--- config.mk ---
export PLATFORM = sky130hd
export DESIGN_NAME = seg_capture
export DESIGN_NICKNAME = d
export VERILOG_FILES = /design/src/rtl/seg_capture.sv
export SDC_FILE = /design/constraint.sdc
export NUM_CORES = 1
export LEC_CHECK = 0
export ABC_CLOCK_PERIOD_IN_PS = 2700
export BUFFER_PORTS_ARGS = -buffer_cell sky130_fd_sc_hd__buf_2
export CAP_MARGIN = 5
export CORE_ASPECT_RATIO = 1.75
export CORE_MARGIN = 4
export CORE_UTILIZATION = 51
export DETAILED_ROUTE_END_ITERATION = 16
export HOLD_SLACK_MARGIN = 0.08
export PLACE_DENSITY = 0.79
export SETUP_SLACK_MARGIN = 0.3
export SLEW_MARGIN = 10
export SYNTH_ARGS = -nofsm -noshare
export SYNTH_HDL_FRONTEND = slang
export SYNTH_SLANG_ARGS = --single-unit
--- constraint.sdc ---
create_clock -name clk -period 2.7 [get_ports clk]
set_input_delay 0.54 -clock clk [delete_from_list [all_inputs] [get_ports clk]]
set_output_delay 0.54 -clock clk [all_outputs]
set_load 0.1 [all_outputs]
--- src/rtl/seg_capture.sv ---
// Captures a multiplexed 7-segment clock display into six BCD time digits.
// Optional sec_tick output is enabled by defining SEG_CAPTURE_TICK_EN.
module seg_capture (
    input  logic       clk,
    input  logic       rst,
    input  logic [7:0] seg_data,
    input  logic [7:0] seg_com,
    output logic [3:0] h_ten,
    output logic [3:0] h_one,
    output logic [3:0] m_ten,
    output logic [3:0] m_one,
    output logic [3:0] s_ten,
    output logic [3:0] s_one,
    output logic       frame_valid,
    output logic       err,
    output logic       stale
`ifdef SEG_CAPTURE_TICK_EN
    ,
    output logic       sec_tick
`endif
);

    typedef enum logic [1:0] {SlotBlank, SlotDigit, SlotError} slot_e;

    // Stage 1: raw input registers
    logic [7:0] seg_q;
    logic [7:0] com_q;
    logic       s1_valid_q;

    // Stage 2: frame assembly and committed time
    logic [5:0][3:0] shadow_q, shadow_d;
    logic [5:0][3:0] time_q, time_d;
    logic [5:0]      seen_q, seen_d;
    logic [4:0]      cnt_q, cnt_d;
    logic            fv_q, fv_d;
    logic            err_q, err_d;
    logic            stale_q, stale_d;
    logic            commit;
    logic            range_ok;

    slot_e      slot;
    logic [2:0] slot_idx;
    logic       pat_ok;
    logic [3:0] pat_val;

    // The decimal point carries no time information.
    logic unused_dp;
    assign unused_dp = seg_q[0];

    always_ff @(posedge clk) begin
        if (rst) begin
            seg_q      <= '0;
            com_q      <= '0;
            s1_valid_q <= 1'b0;
        end else begin
            seg_q      <= seg_data;
            com_q      <= seg_com;
            s1_valid_q <= 1'b1;
        end
    end

    // The cleared stage-1 contents right after reset are treated as a blank slot.
    always_comb begin
        slot     = SlotError;
        slot_idx = 3'd0;
        if (!s1_valid_q) begin
            slot = SlotBlank;
        end else begin
            case (com_q)
                8'b0111_1111: begin slot = SlotDigit; slot_idx = 3'd0; end
                8'b1011_1111: begin slot = SlotDigit; slot_idx = 3'd1; end
                8'b1101_1111: begin slot = SlotDigit; slot_idx = 3'd2; end
                8'b1110_1111: begin slot = SlotDigit; slot_idx = 3'd3; end
                8'b1111_0111: begin slot = SlotDigit; slot_idx = 3'd4; end
                8'b1111_1011: begin slot = SlotDigit; slot_idx = 3'd5; end
                8'b1111_1101,
                8'b1111_1110,
                8'b1111_1111: slot = SlotBlank;
                default:      slot = SlotError;
            endcase
        end
    end

    always_comb begin
        pat_ok  = 1'b1;
        pat_val = 4'd0;
        case (seg_q[7:1])
            7'b1111110: pat_val = 4'd0;
            7'b0110000: pat_val = 4'd1;
            7'b1101101: pat_val = 4'd2;
            7'b1111001: pat_val = 4'd3;
            7'b0110011: pat_val = 4'd4;
            7'b1011011: pat_val = 4'd5;
            7'b1011111: pat_val = 4'd6;
            7'b1110000: pat_val = 4'd7;
            7'b1111111: pat_val = 4'd8;
            7'b1111011: pat_val = 4'd9;
            default:    pat_ok  = 1'b0;
        endcase
    end

    always_comb begin
        shadow_d = shadow_q;
        seen_d   = seen_q;
        time_d   = time_q;
        cnt_d    = (cnt_q == 5'd31) ? cnt_q : cnt_q + 5'd1;
        fv_d     = 1'b0;
        err_d    = 1'b0;
        stale_d  = stale_q;
        commit   = 1'b0;
        range_ok = 1'b0;

        if (slot == SlotError) begin
            err_d  = 1'b1;
            seen_d = '0;
        end else if (slot == SlotDigit) begin
            cnt_d = 5'd0;
            if (pat_ok) begin
                shadow_d[slot_idx] = pat_val;
                seen_d[slot_idx]   = 1'b1;
            end else begin
                err_d            = 1'b1;
                seen_d[slot_idx] = 1'b0;
            end

            // Slot 5 closes the frame; the fresh s_one is taken from shadow_d.
            if (slot_idx == 3'd5) begin
                range_ok = ((shadow_d[0] < 4'd2) ||
                            (shadow_d[0] == 4'd2 && shadow_d[1] <= 4'd3)) &&
                           (shadow_d[2] <= 4'd5) && (shadow_d[4] <= 4'd5);
                if (pat_ok && (&seen_q[4:0])) begin
                    if (range_ok) begin
                        commit = 1'b1;
                    end else begin
                        err_d = 1'b1;
                    end
                end
                seen_d = '0;
            end
        end

        if (cnt_d == 5'd16) begin
            stale_d = 1'b1;
        end

        if (commit) begin
            time_d  = shadow_d;
            fv_d    = 1'b1;
            stale_d = 1'b0;
        end
    end

    always_ff @(posedge clk) begin
        if (rst) begin
            shadow_q <= '0;
            time_q   <= '0;
            seen_q   <= '0;
            cnt_q    <= '0;
            fv_q     <= 1'b0;
            err_q    <= 1'b0;
            stale_q  <= 1'b0;
        end else begin
            shadow_q <= shadow_d;
            time_q   <= time_d;
            seen_q   <= seen_d;
            cnt_q    <= cnt_d;
            fv_q     <= fv_d;
            err_q    <= err_d;
            stale_q  <= stale_d;
        end
    end

`ifdef SEG_CAPTURE_TICK_EN
    logic tick_q;

    always_ff @(posedge clk) begin
        if (rst) begin
            tick_q <= 1'b0;
        end else begin
            tick_q <= commit && (shadow_d[5] != time_q[5]);
        end
    end

    assign sec_tick = tick_q;
`endif

    assign h_ten       = time_q[0];
    assign h_one       = time_q[1];
    assign m_ten       = time_q[2];
    assign m_one       = time_q[3];
    assign s_ten       = time_q[4];
    assign s_one       = time_q[5];
    assign frame_valid = fv_q;
    assign err         = err_q;
    assign stale       = stale_q;

endmodule

### Yosys cells after proc, flatten, opt, wreduce, memory -nomap -nowiden

Index checks and enable logic that the tools add are counted.

| word-level totals | value |
|---|---|
| flip-flop bits (word level) | 79 |
| input port bits | 18 |

| operators by class | value |
|---|---|
| $add $sub $neg | 1 |
| magnitude comparators | 6 |
| equal/unequal tests | 25 |
| multiplexer cells | 34 |
| bitwise operators | 3 |
| reduce and logical (&&, ||, !) cells | 12 |

Operators with widths:

| kind | number |
|---|---|
| 24-bit 2-to-1 mux | 5 |
| 8-bit equality test, second input constant | 8 |
| 7-bit equality test, second input constant | 8 |
| 4-bit case mux with 9 select lines | 1 |
| 24-bit bitwise mux | 1 |
| 1-bit 2-to-1 mux | 15 |
| 5-bit 2-to-1 mux | 3 |
| 3-bit case mux with 5 select lines | 1 |
| 7-bit by 6-bit equality test with 1-bit output, second input constant | 2 |
| 4-bit demux with 3-bit select | 1 |
| 6-bit 2-to-1 mux | 2 |
| 5-bit equality test, second input constant | 2 |
| 10-bit OR reduction | 1 |
| 8-bit by 7-bit equality test with 1-bit output, second input constant | 1 |
| 4-bit by 3-bit <= comparator with 1-bit output, second input constant | 2 |
| 6-bit AND | 1 |
| 6-bit NOT | 1 |
| 6-bit bitwise OR | 1 |
| 6-bit OR reduction | 1 |
| 5-bit by 1-bit adder with 5-bit output, second input constant | 1 |
| 1-bit logical AND | 5 |
| 5-bit AND reduction | 1 |
| 4-bit by 2-bit equality test with 1-bit output, second input constant | 1 |
| 4-bit by 2-bit <= comparator with 1-bit output, second input constant | 1 |
| 14 further kinds | 15 |

### Logic depth before layout (Yosys ltp)

Gate-level depths: netlist of the first run.

| depth | value |
|---|---|
| depth in word-level cells | 22 |
| gate-level depth with buffers | 10 |
| depth with buffers taken out | 8 |

### Least setup slack after synthesis of the first run

Ideal clock, no wire load.

| timing path | value |
|---|---|
| kind | register to register |
| start | reg seg_q[2] |
| end | reg time_q (netlist bit h_one[0]) |
| arrival time | 2852 ps |
| required time | 2579 ps |
| path slack | -273 ps |
| cell stages (with the launch flop) | 11 |
| clock period less this slack | 2973 ps |
| cells stage by stage | dfxtp_1 or4b_1 nor2_4 a31oi_1 a21oi_1 mux2i_1 o22a_2 or4b_1 buf_2 buf_6 mux2_4 |

| between the ends | value |
|---|---|
| word-level cells in the longest chain between the ends | 16 |
| elaborated cells between the ends (all ways) | 34 |

RTL lines:

| element | line | source |
|---|---|---|
| from (decl) | 26 | `logic [7:0] seg_q;` |
| from (signal assigned) | 56 | `seg_q <= seg_data;` |
| 7-bit equality test or 7-bit by 6-bit equality test with 1-bit output (tied branches) | 87 | `case (seg_q[7:1])` |
| 4-bit case mux with 9 select lines or 10-bit OR reduction (tied branches) | -- |  |
| 24-bit bitwise mux or 1-bit 2-to-1 mux (tied branches) | 119, 87 |  |
| 24-bit 2-to-1 mux | 118 | `if (pat_ok) begin` |
| 24-bit 2-to-1 mux | 116 | `end else if (slot == SlotDigit) begin` |
| 24-bit 2-to-1 mux | 113 | `if (slot == SlotError) begin` |
| 4-bit by 2-bit <= comparator with 1-bit output or 4-bit by 2-bit equality test with 1-bit output (tied branches) | 129 | `(shadow_d[0] == 4'd2 && shadow_d[1] <= 4'd3)) &&` |
| 1-bit logical AND | 129 |  |
| 1-bit logical OR | 128 | `range_ok = ((shadow_d[0] < 4'd2) \|\|` |
| 1-bit logical AND | 129 |  |
| 1-bit logical AND | 130 | `(shadow_d[2] <= 4'd5) && (shadow_d[4] <= 4'd5);` |
| 1-bit 2-to-1 mux | 132 | `if (range_ok) begin` |
| 1-bit 2-to-1 mux | 131 | `if (pat_ok && (&seen_q[4:0])) begin` |
| 1-bit 2-to-1 mux | 127 | `if (slot_idx == 3'd5) begin` |
| 1-bit 2-to-1 mux | 116 |  |
| 1-bit 2-to-1 mux | 113 |  |
| to (signal assigned) | 164 | `time_q <= time_d;` |
| to (decl) | 32 | `logic [5:0][3:0] time_q, time_d;` |

Several ways; a longest one is shown, not always the timed one. The select of a mux whose other input is x is not followed.
A chain may end at the register's enable or synchronous reset.

### Worst setup path in the final report of the first run

| timing path | value |
|---|---|
| start | reg seg_q[3] |
| end | reg time_q (netlist bit s_ten[0]) |

The elaborated chain is that of the path after synthesis.

==> results of run 1 <==
-- cells in the final DEF (no fill, tap or decap), types with 4 or more instances in the layout --
master and instances:
clkbuf_16 9, and3_1 4, nand4_1 4, mux2_4 20
nand3_1 9, nor2b_1 35, nand2_1 23, o21ai_0 4
nor3_1 6, a21oi_1 18, nor2_1 38, dfxtp_1 69
nand2b_1 4, dfxtp_2 7, buf_12 4, or2_2 4
buf_2 43, mux2i_1 14, buf_4 67, xnor2_1 4
or4b_4 4
-- per-layer routing --
layer	GRT usage (%)	up-vias	routed length [um]	part of all wire [%]
met3	5.82	38	444	4.9
met2	42.1	109	4840	54
met1	21.8	1459	3260	36
li1	-	1463	-	-
met5	0	-	0	0
met4	14.6	0	460	5.1
-- logic make-up after synthesis --
group	count (synthesis)
flops	77
xor+xnor	6
simple gates	165
compound gates	51
fa+ha+maj	1
mux	35
buf+inv	15
-- state kept, by name, indices dropped and copies added, names as in the netlist --
| signal | cells |
|---|---|
| cnt_q | 5 |
| com_q | 8 |
| err | 1 |
| frame_valid | 1 |
| h_one | 4 |
| h_ten | 4 |
| m_one | 4 |
| m_ten | 4 |
| s1_valid_q | 1 |
| s_one | 4 |
| s_ten | 4 |
| seen_q | 5 |
| seg_q | 7 |
| shadow_q | 24 |
| stale | 1 |
-- stage by stage --
step	util, %	cells	hold slack [ns]	instance area (um2)
finish	72.6	551	0.409	4710
global route	72.6	551	0.422	4710
CTS	70.6	545	0.403	4580
detailed placement	64.7	526	0.460	4200
global placement	64.7	526	0.458	4200
floorplan	-	350	0.440	3440
-- power groups by stage --
stage,Combinational (W),Clock (W),Sequential (W)
after floorplan,0.0000710,0,0.00121
final,0.000159,0.00122,0.00118
after global placement,0.000137,0,0.00120
after global routing,0.000171,0.00129,0.00118
after CTS,0.000151,0.00123,0.00118
after detailed placement,0.000144,0,0.00120
-- worst max path at each step --
stage | from | end | slack [ns] | depth (start not counted)
final | seg_q[3] | s_ten[0] | -0.22 | 9
after global routing | seg_q[3] | m_ten[0] | -0.28 | 9
after CTS | seg_q[4] | s_ten[0] | -0.16 | 9
after detailed placement | seg_q[3] | h_ten[0] | -0.19 | 9
after global placement | seg_q[3] | h_ten[0] | -0.11 | 9
after floorplan | seg_q[4] | h_one[0] | -0.13 | 10
-- repair_timing --
item / 4_1_cts / 5_1_grt
setup buffers: 4 / 6
gates resized for setup: 14 / 17
pin swaps: 2 / 10
endpoints found under the setup margin: 30 / 31
-- area by class of cell --
type / count / area (um2)
clock buffers: 12 / 256
multi-input cells: 258 / 1920
flip-flops and latches: 77 / 1550
well taps: 82 / 103
clock inverters: 3 / 43.8
inverters: 3 / 11.3
fillers: 455 / 1780
repair buffers: 116 / 821
==> impl_metrics.py, run 1 <==
metrics = {
    "die": {
        "die_w_um": 69.4,
        "dieHeight_um": 116,
        "die_area_um2": 8020,
        "ios": 45,
        "initial_core_util_pct": 51.9,
        "rows": 39,
        "core_um2": 6490,
    },
    "power_and_ir_drop": {
        "p_clk_share_pct": 47.7,
        "p_leak_nw": 2.09,
        "combPwrFrac_pct": 6.2,
        "p_sw_w": 0.000554,
        "design_power_total_w": 0.00255,
        "p_seq_share_pct": 46.1,
        "peakVddDrop_uv": 420,
        "intPower_w": 0.00200,
        "sw_frac_of_total_pct": 21.7,
        "power.density_nw_per_um2": 541,
    },
    "placement": {
        "pre_cts_ws_ns": -0.192,
        "routabilityCongestion": 0.900,
        "io_buffer_count": 43,
        "post-dp-hpwl_mm": 6.12,
    },
    "worst_setup_path": {
        "worstSetupEndpointType": "flip-flop",
        "crit_required_ns": 2.92,
        "crit_chain": "or4b_4 > nand2_4 > a31o_4 > nand2_4 > mux2i_2 > nand4_1 > or4b_4 > buf_12 > mux2_4",
        "start_kind": "flip-flop",
        "worstPathMaxFanout": 13,
        "timing.rr.end": "s_ten[0]",
        "ff2ff_path_depth": 9,
        "r2r_start": "seg_q[3]",
        "crit_type": "flip-flop to flip-flop",
        "crit_buf_inv": 1,
        "r2r_setup_slack_ns": -0.22,
        "slowest_stage": "or4b_4",
        "cpPeakStageDelay_ns": 0.57,
        "critical-path-top-delay-family": "simple AND/OR/NAND/NOR gates",
        "critical_path_arrival_ns": 3.14,
    },
    "sta": {
        "hold_viol_final": 0,
        "rsz0062_at_grt": "true",
        "setup-tns-final_ns": -4.49,
        "period_needed_ns": 2.92,
        "fmax_mhz": 343,
        "relSlewSlack_pct": 62.5,
        "setup_slack_ns": -0.219,
        "post-route-period-util_pct": 108,
        "worst_slew_pin_slew_ns": 0.562,
        "clock_skew_ns": 0.00805,
        "setup_violations": 25,
        "report.final.slew_viol_count": 0,
    },
    "detailed_routing": {
        "dr.pass1.iters": 4,
        "num_vias": 3069,
        "via_per_inst": 5.57,
        "first_iter_violations": 209,
        "wl_mm": 9.00,
        "final_antenna_net_count": 0,
        "wl_per_cell_um": 16.3,
        "drc": 0,
    },
    "global_route": {
        "grt_pass1_vias": 3080,
        "grt_max_degree": 31,
        "grt_antenna_before_repair": 0,
        "overflow": 0,
        "track_usage_pct": 22.6,
        "grt_pass1_wl_mm": 14.2,
    },
    "min_path": {
        "hp-class": "input port to flip-flop",
        "min_from": "seg_data[5]",
        "min_to": "seg_q[5]",
        "holdPathStages": 2,
    },
    "flow_run": {
        "drv_cap": 0,
    },
    "logic_synthesis": {
        "synth_seq_cells": 77,
        "synth_area_per_cell_um2": 9.63,
        "synth.top_cell.area_share_pct": 45.7,
        "synth_simple_gate_area_share_pct": 27.0,
        "synth_common_cells": "dfxtp_1 (77), nor2_1 (39), nor2b_1 (35)",
        "synth_compound_area_share_pct": 10.4,
        "synth-edff-count": 0,
        "ys_seq_area_share_pct": 45.7,
        "synthMuxAreaShare_pct": 12.8,
        "synth.most_common_cell": "dfxtp_1",
        "syn_area_um2": 3370,
        "synth_xor_area_share_pct": 1.56,
        "yosys.area.top_type": "dfxtp_1",
        "syn-num-nets": 369,
        "synth_flop_cell": "dfxtp_1",
        "synth_top_family_by_area": "simple AND/OR/NAND/NOR gates",
        "yosys_warnings": 0,
        "synth_adder_area_share_pct": 0.371,
        "async_flop_share_pct": 0,
        "synth_cells": 350,
        "synth.area.top_cells": "dfxtp_1 (46%), mux2_4 (6.7%), nor2b_1 (6.5%), mux2i_1 (4.5%), nor2_1 (4.3%)",
        "synth_cell_types": 54,
    },
    "clocking": {
        "clk_latency_ns": 0.34,
        "cts_root_buf": "clkbuf_16",
        "max-clock-path-buffers": 2,
        "cts_sinks": 77,
        "cts_tree": "built",
        "ctsHoldBuffers": 0,
        "cts_made_buffers": 9,
        "clk_pin_slew_worst_paths_ns": 0.06,
        "htree_levels": 3,
    },
    "layout": {
        "area_growth_syn_to_layout_pct": 39.9,
        "fin_nets": 484,
        "layout-drive-gt1-share_pct": 42.2,
        "diodes": 0,
    },
    "outcome": {
        "status": "finished with violations",
        "failed_checks": "setup timing",
    },
}
(Power assumes the default switching activity.)
==> run 2, diff against run 1 <==
ABC_AREA = 1   (was unset)
CORE_UTILIZATION = 52   (was 51)
==> run 2 against run 1 <==
  * Sequential power about the same
  * Cell count rose by 18%
  * The run now ends clean
  * Worst setup slack better by 0.64 ns
  * Critical path depth up 7
  * Via count grew 12%
  * Critical path type unchanged
  * First-iteration DRC count grew 6.7%
  * Die area rose by 6.6%
  * Global-route usage is 0.73 points lower
  * Register-to-register slack gained 0.64 ns
==> impl_metrics.py, run 2 <==
metrics = {
    "outcome": {
        "status": "finished clean",
    },
    "layout": {
        "utilization_pct": 65.8,
        "largest_register_ffs": 24,
        "final_cell_mix": "nand2_1 (106), inv_1 (74), nor2_1 (72), dfxtp_1 (68), buf_2 (43)",
        "max_flop_register": "shadow_q",
        "multiInputGateArea_um2": 1860,
        "fin_nets": 582,
        "area_growth_syn_to_layout_pct": 23.3,
        "diodes": 0,
        "n_fill_cell": 568,
        "layout-drive-gt1-share_pct": 27.8,
        "final_common_cell": "nand2_1",
        "reg_top3": "shadow_q x24, com_q x8, seg_q x7",
        "final-seq-area_um2": 1560,
    },
    "global_route": {
        "grt_antenna_before_repair": 0,
        "grt_pass1_wl_mm": 14.9,
        "overflow": 0,
        "track_usage_pct": 21.9,
        "grt_pass1_vias": 3420,
        "grt_max_degree": 44,
    },
    "power_and_ir_drop": {
        "combPwrFrac_pct": 4.3,
        "p_clk_share_pct": 51.3,
        "p_seq_share_pct": 44.4,
        "design_power_total_w": 0.00264,
        "peakVddDrop_uv": 629,
        "p_sw_w": 0.000544,
        "p_leak_nw": 2.35,
        "power.density_nw_per_um2": 582,
        "sw_frac_of_total_pct": 20.6,
        "intPower_w": 0.00210,
    },
    "placement": {
        "io_buffer_count": 43,
        "post-dp-hpwl_mm": 6.08,
        "routabilityCongestion": 0.901,
    },
    "logic_synthesis": {
        "synth.top_cell.area_share_pct": 41.8,
        "synth.area.top_cells": "dfxtp_1 (42%), nand2_1 (11%), nor2_1 (7.8%), inv_1 (7.5%), nand3_2 (6.0%)",
        "syn_area_um2": 3690,
        "synth-edff-count": 0,
        "ys_seq_area_share_pct": 41.8,
        "synth_common_cells": "nand2_1 (111), dfxtp_1 (77), nor2_1 (77)",
        "yosys_warnings": 0,
        "synth_seq_cells": 77,
        "syn-num-nets": 524,
        "synth_flop_cell": "dfxtp_1",
        "synth.most_common_cell": "nand2_1",
        "synth_cells": 505,
        "async_flop_share_pct": 0,
        "synth_area_per_cell_um2": 7.30,
        "yosys.area.top_type": "dfxtp_1",
        "synth_cell_types": 39,
    },
    "min_path": {
        "holdPathStages": 3,
        "hp-class": "input port to flip-flop",
        "min_from": "seg_data[7]",
        "min_to": "seg_q[7]",
    },
    "clocking": {
        "cts_made_buffers": 9,
        "cts_tree": "built",
        "cts_root_buf": "clkbuf_16",
        "clk_pin_slew_worst_paths_ns": 0.06,
        "max-clock-path-buffers": 2,
        "cts_sinks": 77,
        "clk_latency_ns": 0.34,
        "htree_levels": 3,
    },
    "die": {
        "rows": 40,
        "die_area_um2": 8550,
        "ios": 45,
        "die_w_um": 71.6,
        "core_um2": 6910,
        "dieHeight_um": 119,
        "initial_core_util_pct": 53.4,
    },
    "sta": {
        "rsz0062_at_grt": "false",
        "relSlewSlack_pct": 55.1,
        "report.final.slew_viol_count": 0,
        "hold_viol_final": 0,
        "period_needed_ns": 2.27,
        "clock_skew_ns": 0.00511,
        "fmax_mhz": 440,
        "post-route-period-util_pct": 84.2,
        "worst_slew_pin_slew_ns": 0.667,
        "setup-tns-final_ns": 0,
        "setup_violations": 0,
    },
    "detailed_routing": {
        "wl_per_cell_um": 13.5,
        "dr.pass1.iters": 4,
        "wl_met2_mm": 4.91,
        "wl_mm": 8.83,
        "routed.top_layer": "met4",
        "num_vias": 3423,
        "first_iter_violations": 223,
        "drc": 0,
        "wl_met3_um": 316,
        "via_per_inst": 5.25,
        "final_antenna_net_count": 0,
        "drt-met1-wl_mm": 3.31,
    },
    "worst_setup_path": {
        "r2r_setup_slack_ns": 0.43,
        "ff2ff_path_depth": 16,
        "worstSetupEndpointType": "flip-flop",
        "timing.rr.end": "s_ten[2]",
        "worstPathMaxFanout": 10,
        "start_kind": "flip-flop",
        "critical_path_arrival_ns": 2.56,
        "crit_type": "flip-flop to flip-flop",
        "r2r_start": "seg_q[7]",
        "crit_required_ns": 2.98,
    },
    "flow_run": {
        "drv_cap": 0,
    },
}
## run 2: changes by cell type after synthesis, moves of 9 or more
cell and delta:
nor2b_1 -35, o21ai_0 +9, nand2_1 +86, nor2_1 +38, mux2i_1 -15, a21oi_1 -11, mux2_4 -15, nand3_1 +10
nand4_1 +19, nand3_2 +22, inv_1 +71
## run 2: worst max-delay path, cell delays in order, from the launching register on
cell,delay (ns)
dfxtp_2,0.33
nand2_1,0.14
nor2_4,0.06
nand3_1,0.11
nand2_2,0.11
nor2_4,0.19
nand3_4,0.16
nand2_2,0.19
nand2_1,0.07
nand2_1,0.08
nand2_1,0.07
nor2_1,0.10
nand2_1,0.07
nor2_2,0.15
buf_4,0.21
nand4_1,0.09
nand2_1,0.08
## run 2: area by class of cell
class,count,share of cell area [%]
Timing Repair Buffer,63,8.67
Clock buffer,13,6.17
Multi-Input combinational cell,335,40.8
Tap cell,84,2.31
Clock inverter,3,1.43
Inverter,77,6.36
Sequential cell,77,34.2
## run 2: power groups by stage
stage,Clock (W),Sequential (W),Combinational (W)
6_report,0.00136,0.00117,0.000113
3_5_place_dp,0,0.00120,0.000103
5_1_grt,0.00143,0.00118,0.000126
2_1_floorplan,0,0.00120,0.0000734
4_1_cts,0.00138,0.00117,0.000106
3_3_place_gp,0,0.00120,0.000100
## run 2: through the flow
stage                     worst slack [ns]  instances  cell area (um2)  hold WS [ns]
final                                0.425        652             4540         0.397
after global routing                 0.269        652             4540         0.390
after CTS                            0.324        643             4360         0.389
after detailed placement             0.159        624             3980         0.415
after global placement               0.265        624             3980         0.413
after floorplan                      0.759        505             3690         0.446
## run 2: what timing repair did
item	4_1_cts	5_1_grt
pin swaps	1	9
buffers inserted	3	7
hold buffers	0	0
resized for setup	3	35
cloned	0	2
endpoints found under the setup margin	14	27
## run 2: worst max path at each step
stage / from / endpoint / slack [ns] / cells after the start
floorplan: com_q[4] / m_one[0] / 0.76 / 14
detailed placement: seg_q[1] / h_ten[2] / 0.16 / 14
global route: com_q[6] / err / 0.27 / 11
finish: seg_q[7] / s_ten[2] / 0.43 / 16
CTS: seg_q[5] / h_ten[2] / 0.32 / 16
global placement: seg_q[1] / m_ten[3] / 0.27 / 14
## run 2: cell families after synthesis
group | after synthesis | synth area share (%)
and+or+nand+nor | 290 | 39.6
buffers and inverters | 94 | 10.6
DFF | 77 | 41.8
AOI/OAI and AO/OA | 41 | 7.09
xor gates and xnor gates | 2 | 0.475
adders and majority gates | 1 | 0.339
## run 2: per-layer routing
layer	vias up	track usage, %
met5	-	0
met4	0	11.9
met3	27	5.83
met2	80	39.3
met1	1606	22.1
li1	1710	-
==> run 3, diff against run 2 <==
ABC_CLOCK_PERIOD_IN_PS = 2200   (was 2700)
CORE_UTILIZATION = 55   (was 52)
PLACE_DENSITY = 0.8   (was 0.79)
clock period = 2.2 ns   (was 2.7 ns; I/O delays follow)
==> run 3 against run 2 <==
  * The run now ends with setup timing left
  * Global-route usage is 2.4 points higher
  * Sequential power increased by 23%
  * Clock power about the same
  * Clock-buffer cell count is the same
  * Core utilization increased by 12 points
  * Largest cell class unchanged
  * Largest power group is now registers
  * Highest routed layer unchanged
==> impl_metrics.py, run 3 (synthesis results as in run 2) <==
metrics = {
    "outcome": {
        "status": "finished with violations",
        "failed_checks": "setup timing",
    },
    "layout": {
        "fin_cells": 677,
        "diodes": 0,
        "fin_nets": 611,
        "area_growth_syn_to_layout_pct": 37.3,
        "multiInputGateArea_um2": 2150,
        "final_common_cell": "nand2_1",
        "reg_top3": "shadow_q x24, com_q x8, seg_q x7",
        "final-seq-area_um2": 1580,
        "final_cell_mix": "nand2_1 (74), dfxtp_1 (63), inv_1 (62), nor2_1 (62), buf_2 (43)",
        "max_flop_register": "shadow_q",
        "layout-drive-gt1-share_pct": 42.9,
        "largest_register_ffs": 24,
        "n_fill_cell": 438,
    },
    "sta": {
        "period_needed_ns": 2.39,
        "post-route-period-util_pct": 109,
        "clock_skew_ns": 0.00564,
        "setup_slack_ns": -0.192,
        "hold_viol_final": 0,
        "fmax_mhz": 418,
        "worst_slew_pin_slew_ns": 0.714,
        "setup_violations": 26,
        "relSlewSlack_pct": 51.9,
        "report.final.slew_viol_count": 0,
        "rsz0062_at_grt": "true",
    },
    "flow_run": {
        "drv_cap": 0,
    },
    "worst_setup_path": {
        "worstSetupEndpointType": "flip-flop",
        "timing.rr.end": "h_ten[0]",
        "r2r_start": "seg_q[6]",
        "start_kind": "flip-flop",
        "worstPathMaxFanout": 8,
        "ff2ff_path_depth": 15,
        "crit_required_ns": 2.43,
        "r2r_setup_slack_ns": -0.19,
        "critical_path_arrival_ns": 2.62,
        "crit_type": "flip-flop to flip-flop",
    },
    "die": {
        "dieHeight_um": 116,
        "core_um2": 6540,
        "rows": 39,
        "initial_core_util_pct": 56.4,
        "die_w_um": 69.9,
        "ios": 45,
        "die_area_um2": 8130,
    },
    "placement": {
        "post-dp-hpwl_mm": 6.31,
        "io_buffer_count": 43,
        "place_inst": 634,
        "routabilityCongestion": 0.951,
    },
    "clocking": {
        "cts_tree": "built",
        "cts_sinks": 77,
        "cts_made_buffers": 9,
        "ctsHoldBuffers": 0,
        "max-clock-path-buffers": 2,
        "clk_pin_slew_worst_paths_ns": 0.06,
        "cts_root_buf": "clkbuf_16",
        "clk_latency_ns": 0.34,
        "htree_levels": 3,
    },
    "min_path": {
        "min_to": "seg_q[5]",
        "min_from": "seg_data[5]",
        "holdPathStages": 3,
        "hp-class": "input port to flip-flop",
    },
    "power_and_ir_drop": {
        "design_power_total_w": 0.00295,
        "p_leak_nw": 2.59,
        "power.density_nw_per_um2": 582,
        "peakVddDrop_uv": 750,
    },
    "detailed_routing": {
        "wl_mm": 11.4,
        "first_iter_violations": 303,
        "wl_per_cell_um": 16.8,
        "num_vias": 3762,
        "final_antenna_net_count": 0,
        "dr.pass1.iters": 5,
        "drc": 0,
        "via_per_inst": 5.56,
    },
    "global_route": {
        "track_usage_pct": 24.3,
        "grt_antenna_before_repair": 0,
        "grt_pass1_wl_mm": 15.6,
        "grt_max_degree": 44,
        "grt_pass1_vias": 3449,
        "overflow": 0,
    },
}
==> run 3: worst max-delay path by stage <==
stage                     slack, ns      from  cells after the start       end
after floorplan                0.29  com_q[0]                     17  m_one[0]
after global placement        -0.02  seg_q[4]                     15  s_one[0]
after detailed placement      -0.05  com_q[4]                     14  m_one[2]
after CTS                      0.06  com_q[3]                     15  s_one[0]
after global routing          -0.31  seg_q[6]                     15  h_ten[0]
final                         -0.19  seg_q[6]                     15  h_ten[0]
==> run 3: per-layer routing <==
layer	global-route usage, %	vias to the layer above	wire, um
met5	0	-	0
met4	13.9	0	586
met3	5.43	54	725
met2	46.4	163	6170
met1	23.7	1776	3910
li1	-	1769	-
==> run 3: worst max-delay path, cell delays in order (launching register included) <==
cell	delay, ns
dfxtp_4	0.38
nand2_1	0.08
nor2_2	0.14
nand3_1	0.14
and2_4	0.19
nand3_4	0.17
nand2_4	0.12
nand2_1	0.11
nand2_1	0.09
nor2_1	0.11
nand2_1	0.11
nor2_4	0.13
nand3_4	0.16
clkbuf_16	0.22
nand3_2	0.06
nand2_1	0.06
==> run 3: timing repair <==
action / in CTS / in global routing
endpoints found under the setup margin: 35 / 44
cloned: 3 / 2
pin swaps: 12 / 41
gates resized for setup: 47 / 90
buffers inserted: 14 / 10
==> run 3: metrics by stage <==
step           TNS, ns  hold slack [ns]  instance area (um2)  worst slack (ns)  utilization [%]
2_1_floorplan        0            0.446                 3780             0.294                -
3_3_place_gp   -0.0373            0.412                 4170           -0.0157             63.8
3_5_place_dp    -0.847            0.414                 4170           -0.0541             63.8
4_1_cts              0            0.290                 4710            0.0556             72.0
5_1_grt          -7.11            0.295                 5060            -0.313             77.4
6_report         -3.94            0.293                 5060            -0.192             77.4
==> run 3: layout make-up <==
cell class                      count  area share [%]
Sequential cell                    77            31.3
Tap cell                           82            2.03
Multi-Input combinational cell    335            42.4
Timing Repair Buffer               92            13.4
Inverter                           77            5.71
Clock inverter                      1           0.173
Clock buffer                       13            4.94
==> run 3: report_power, final <==
| group | internal, W | total (W) | switching [W] | leakage [nW] |
|---|---|---|---|---|
| logic | 0.0000631 | 0.000174 | 0.000111 | 1.84 |
| clock network | 0.000785 | 0.00133 | 0.000546 | 0.126 |
| registers | 0.00141 | 0.00144 | 0.0000306 | 0.632 |
